**src/rtl/jk_mod_counter.sv**
```systemverilog
// rtl/jk_mod_counter.sv - modulo-N up/down counter built from JK flip-flop stages
//
// Purpose:
//   Loadable synchronous modulo-MODULUS up/down counter. Each bit of q is a JK
//   stage whose J/K inputs are derived every cycle:
//     count : J = K = t   (toggle when all lower bits are 1 going up, 0 going down)
//     load  : J = dl, K = ~dl (set/reset to the clamped load value)
//     wrap  : J/K forced to the wrap target in set/reset mode
//     hold  : J = K = 0
//   Optional feature macro: JK_MOD_COUNTER_SATURATE_EN. When defined, counting
//   saturates at the range ends instead of wrapping, and wrap stays 0.
//
// Parameters:
//   WIDTH   - number of JK stages (bits of q)
//   MODULUS - count range 0..MODULUS-1, 2 <= MODULUS <= 2**WIDTH
//
// Ports:
//   clk  - rising-edge clock
//   rst  - synchronous reset, active-high
//   en   - count enable
//   load - synchronous parallel load (overrides en/up)
//   up   - direction, 1 = increment, 0 = decrement
//   d    - parallel load value (clamped to MODULUS-1)
//   q    - registered count
//   qbar - bitwise complement of q
//   tc   - combinational terminal count
//   wrap - registered one-cycle pulse after a wrap-around

module jk_mod_counter #(
  parameter int WIDTH   = 4,
  parameter int MODULUS = 10
) (
  input  logic             clk,
  input  logic             rst,
  input  logic             en,
  input  logic             load,
  input  logic             up,
  input  logic [WIDTH-1:0] d,
  output logic [WIDTH-1:0] q,
  output logic [WIDTH-1:0] qbar,
  output logic             tc,
  output logic             wrap
);

  // One extra bit on the modulus so MODULUS == 2**WIDTH is representable.
  localparam logic [WIDTH-1:0] max_q   = WIDTH'(MODULUS - 1);
  localparam logic [WIDTH:0]   mod_ext = (WIDTH + 1)'(MODULUS);

  logic [WIDTH-1:0] q_r;
  logic             wrap_r;

  logic [WIDTH-1:0] t_up;
  logic [WIDTH-1:0] t_dn;
  logic [WIDTH-1:0] t;
  logic [WIDTH-1:0] dl;
  logic [WIDTH-1:0] j;
  logic [WIDTH-1:0] k;
  logic [WIDTH-1:0] q_next;
  logic             at_max;
  logic             at_min;
  logic             boundary;
  logic             wrap_take;

  assign q    = q_r;
  assign qbar = ~q_r;
  assign wrap = wrap_r;

  assign at_max   = (q_r == max_q);
  assign at_min   = (q_r == '0);
  assign boundary = up ? at_max : at_min;

  assign tc = en & ~load & ~rst & boundary;

  // Clamp the load value into range.
  assign dl = ({1'b0, d} < mod_ext) ? d : max_q;

  // Toggle conditions: a stage toggles when every lower stage is at 1 (up)
  // or at 0 (down). Stage 0 always toggles while counting.
  always_comb begin
    t_up    = '0;
    t_dn    = '0;
    t_up[0] = 1'b1;
    t_dn[0] = 1'b1;
    for (int i = 1; i < WIDTH; i++) begin
      t_up[i] = t_up[i-1] & q_r[i-1];
      t_dn[i] = t_dn[i-1] & qbar[i-1];
    end
  end

  assign t = up ? t_up : t_dn;

`ifdef JK_MOD_COUNTER_SATURATE_EN
  // Saturating build: at the boundary the stages hold (J = K = 0).
  always_comb begin
    j         = '0;
    k         = '0;
    wrap_take = 1'b0;
    if (load) begin
      j = dl;
      k = ~dl;
    end else if (en) begin
      if (!boundary) begin
        j = t;
        k = t;
      end
    end
  end
`else
  logic [WIDTH-1:0] wrap_target;

  assign wrap_target = up ? '0 : max_q;

  // Wrapping build: at the boundary the stages are driven in set/reset mode
  // to the wrap target; plain toggling would overshoot for non-power-of-2
  // moduli.
  always_comb begin
    j         = '0;
    k         = '0;
    wrap_take = 1'b0;
    if (load) begin
      j = dl;
      k = ~dl;
    end else if (en) begin
      if (boundary) begin
        j         = wrap_target;
        k         = ~wrap_target;
        wrap_take = 1'b1;
      end else begin
        j = t;
        k = t;
      end
    end
  end
`endif

  // JK characteristic equation per stage: Q+ = J & ~Q | ~K & Q.
  assign q_next = (j & ~q_r) | (~k & q_r);

  always_ff @(posedge clk) begin
    if (rst) begin
      q_r    <= '0;
      wrap_r <= 1'b0;
    end else begin
      q_r    <= q_next;
      wrap_r <= wrap_take;
    end
  end

endmodule

```
**config.mk**
```make
export PLATFORM = sky130hd
export DESIGN_NAME = jk_mod_counter
export DESIGN_NICKNAME = d
export VERILOG_FILES = /design/src/rtl/jk_mod_counter.sv
export SDC_FILE = /design/constraint.sdc
export NUM_CORES = 1
export LEC_CHECK = 0
export BUFFER_PORTS_ARGS = -buffer_cell sky130_fd_sc_hd__buf_4
export CORE_AREA = 10 10 47 49
export DETAILED_ROUTE_END_ITERATION = 7
export DIE_AREA = 0 0 57 59
export RECOVER_POWER = 100
export SLEW_MARGIN = 20
export SYNTH_ARGS = -nofsm -noshare
export SYNTH_HDL_FRONTEND = slang
export SYNTH_SLANG_ARGS = --single-unit
```
**constraint.sdc**
```tcl
create_clock -name clk -period 3.4 [get_ports clk]
set_clock_uncertainty 0.05 [all_clocks]
set_input_delay 0.17 -clock clk [delete_from_list [all_inputs] [get_ports clk]]
set_output_delay 0.17 -clock clk [all_outputs]
set_load 0.005 [all_outputs]
```
==> impl_metrics.toml <==
[worst_setup_path]
crit_buf_inv = 1
rrSetupSlack_ps = 1910
ff2ff_path_depth = 3
crit_family = "simple AND/OR/NAND/NOR gates"
slowest_stage = "or3_1"
crit_cells = 4
crit_chain = "or3_1, a211oi_1, and3_1, clkbuf_4"
end_kind = "output pin"
max_stage_delay_ps = 410
reg2reg_to = "wrap$_SDFF_PP0_"
criticalPathCategory = "register to output pin"
r2r_start = "q[0]$_SDFF_PP0_"
startpoint_type = "register"
crit_fanout = 10
arrival_ps = 1770
required_ps = 3180

[power]
power_frac_seq_pct = 37.5
finalPower_uw = 189
p_leak_uw = 0.000226
p_sw_share_pct = 30.2
power.density_mw_per_mm2 = 373
p_int_uw = 132
peakVddDrop_uv = 128
pwr-share-clk_pct = 39.4
comb_power_share_pct = 23.1
power.switching_uw = 57.0

[run]
max_cap_viol_count = 0

[clock_network]
clock-root-buffer = "clkbuf_4"
cts_buffers = 3
clk_pin_slew_ps = 40
post_cts_resized = 0
htreeDepth = 1
clock-sinks = 5
clock_latency_ps = 260
cts_setup_buffers = 0
cts_tree = "done"
cts_hold_buf = 0
clockBufferDepth = 2

[grt]
antenna_found_initial = 0
grt_max_degree = 11
grt_first_pass_wirelength_um = 1660
grt_usage_pct = 6.31
overflow = 0
grt_pass1_vias = 385

[route]
drcViolationCount = 0
viasPerCell = 5.06
ant_nets = 0
wl_um = 1070
wl_per_cell_um = 13.4
vias = 405
drt_iter0_markers = 5
drt_pass1_iterations = 4

[yosys]
synth_area_um2 = 354
synth-seq-cells = 5
ys_warn_count = 0
yosys.cell_types.count = 25
yosysSeqAreaShare_pct = 28.3
syn_nets = 54
syn_inst = 45
syn_area_per_cell_um2 = 7.87

[worst_hold_path]
hold_path.class = "input pin to register"
whs_path_depth = 2
hold_path_startpoint = "rst"
holdPathEnd = "q[0]$_SDFF_PP0_"

[sta]
hold_viol = 0
relSlewSlack_pct = 74.7
setup_ws_ps = 1410
post-route-min-period_ps = 1990
maxSlewViolCount = 0
fin_tns_setup_ps = 0
setup_viol = 0
tightestPinTransition_ps = 375
rsz0062_at_grt = "false"
fmax_mhz = 502
period_share_pct = 58.6

[die]
num_rows = 14
io_pins = 19
die_area_mm2 = 0.00336
coreArea_mm2 = 0.00140
die_w_um = 57
initial_utilization_pct = 25.3
dieHeight_um = 59

[placement]
post_dp_cell_area_um2 = 489
gp_congestion = 0.734
post-dp-hpwl_um = 835
port_buffers = 18
dp_worst_setup_slack_ps = 1790

[finish]
final_nets = 74
num-fill-cells = 165
drive_gt1_share_pct = 32.8
area_delta_synth_final_pct = 43.1
post-route-cell-area_um2 = 507
diodes = 0

[outcome]
outcome = "complete, no violations"
==> area by class of cell <==
type | count | area, um^2 | area share, %
inverters | 6 | 22.5 | 4.44
clock buffers | 4 | 26.3 | 5.19
repair buffers | 18 | 131 | 25.9
multi-input cells | 31 | 206 | 40.7
well taps | 16 | 20.0 | 3.95
flip-flops and latches | 5 | 100 | 19.8
==> worst register-to-register path: cells and delay by family, from the launching register on <==
kind	cells	cell delay [ps]
AND/OR/NAND/NOR	2	620
AO/OA/AOI/OAI	1	370
flip-flops	1	400
==> cells in the final DEF (no fill, tap or decap), types with 2 or more instances in the layout <==
cell type / synthesis / layout
clkbuf_4: 0 / 12
buf_4: 0 / 8
inv_1: 6 / 6
dfxtp_1: 5 / 5
nand3_1: 3 / 3
nor2_1: 3 / 3
or3_1: 2 / 2
and3_1: 2 / 2
xor2_1: 2 / 2
xnor2_1: 2 / 2
or4bb_1: 2 / 2
o21ai_0: 2 / 2
a21oi_1: 2 / 2
clkbuf_1: 1 / 2
==> synth_stat cells <==
cell type  instances  share of area (%)
nor4_1             1                1.8
nand2_1            1                1.1
nor2_1             3                3.2
xor2_1             2                4.9
o21ai_0            2                2.8
o41ai_1            1                2.5
buf_2              1                1.4
a21oi_1            2                2.8
a211oi_2           1                3.5
a311oi_1           1                2.5
nand3b_1           1                2.1
and3_1             2                3.5
or3_1              2                3.5
xnor2_1            2                4.9
nand3_1            3                4.2
or4bb_1            2                6.4
o211ai_1           1                2.1
buf_6              1                3.2
inv_1              6                6.4
nor3_1             1                1.4
dfxtp_1            5                 28
o311ai_0           1                2.5
and3_2             1                2.1
clkbuf_1           1                1.1
a31oi_1            1                1.8
==> registers in the layout (all words and copies together) (netlist names) <==
name,cells
q,4
wrap,1
==> layer usage <==
layer  wire length [um]  GRT usage (%)  vias to the layer above
met5                  0              0                        -
met1                374           5.24                      190
met3                 66           2.15                        3
li1                   -              -                      199
met4                 30           6.04                        0
met2                600           11.5                       13
==> power groups by stage <==
| stage | Combinational, uW | Clock (uW) | Sequential [uW] |
|---|---|---|---|
| after floorplan | 27.6 | 0 | 66.9 |
| after global placement | 46.6 | 0 | 72.0 |
| after detailed placement | 46.1 | 0 | 72.3 |
| after CTS | 46.3 | 73.1 | 71.3 |
| after global routing | 47.9 | 78.1 | 72.0 |
| final | 43.7 | 74.4 | 70.8 |
==> per-stage QoR <==
step           hold slack (ps)  utilization (%)  std cells
2_1_floorplan              192                -         45
3_3_place_gp               329             34.9         76
3_5_place_dp               330             34.9         76
4_1_cts                   71.5             36.8         80
5_1_grt                   70.4             36.2         80
6_report                  71.2             36.2         80
==> worst max path at each step <==
stage	start	end	slack, ps
3_5_place_dp	q[0]$_SDFF_PP0_	tc	1790
5_1_grt	q[0]$_SDFF_PP0_	tc	1340
2_1_floorplan	q[0]$_SDFF_PP0_	tc	1930
4_1_cts	q[0]$_SDFF_PP0_	tc	1540
6_report	q[0]$_SDFF_PP0_	tc	1410
3_3_place_gp	q[0]$_SDFF_PP0_	tc	1840
==> cell families (layout without fill, tap and decap cells) <==
kind of cell,count (synthesis),count (layout),share of synthesized area [%]
buffers and inverters,9,28,12.0
xor gates and xnor gates,4,4,9.90
DFF,5,5,28.3
AOI/OAI and AO/OA,10,10,20.5
and+or+nand+nor,17,17,29.3
Power figures use the tool's default switching activity.
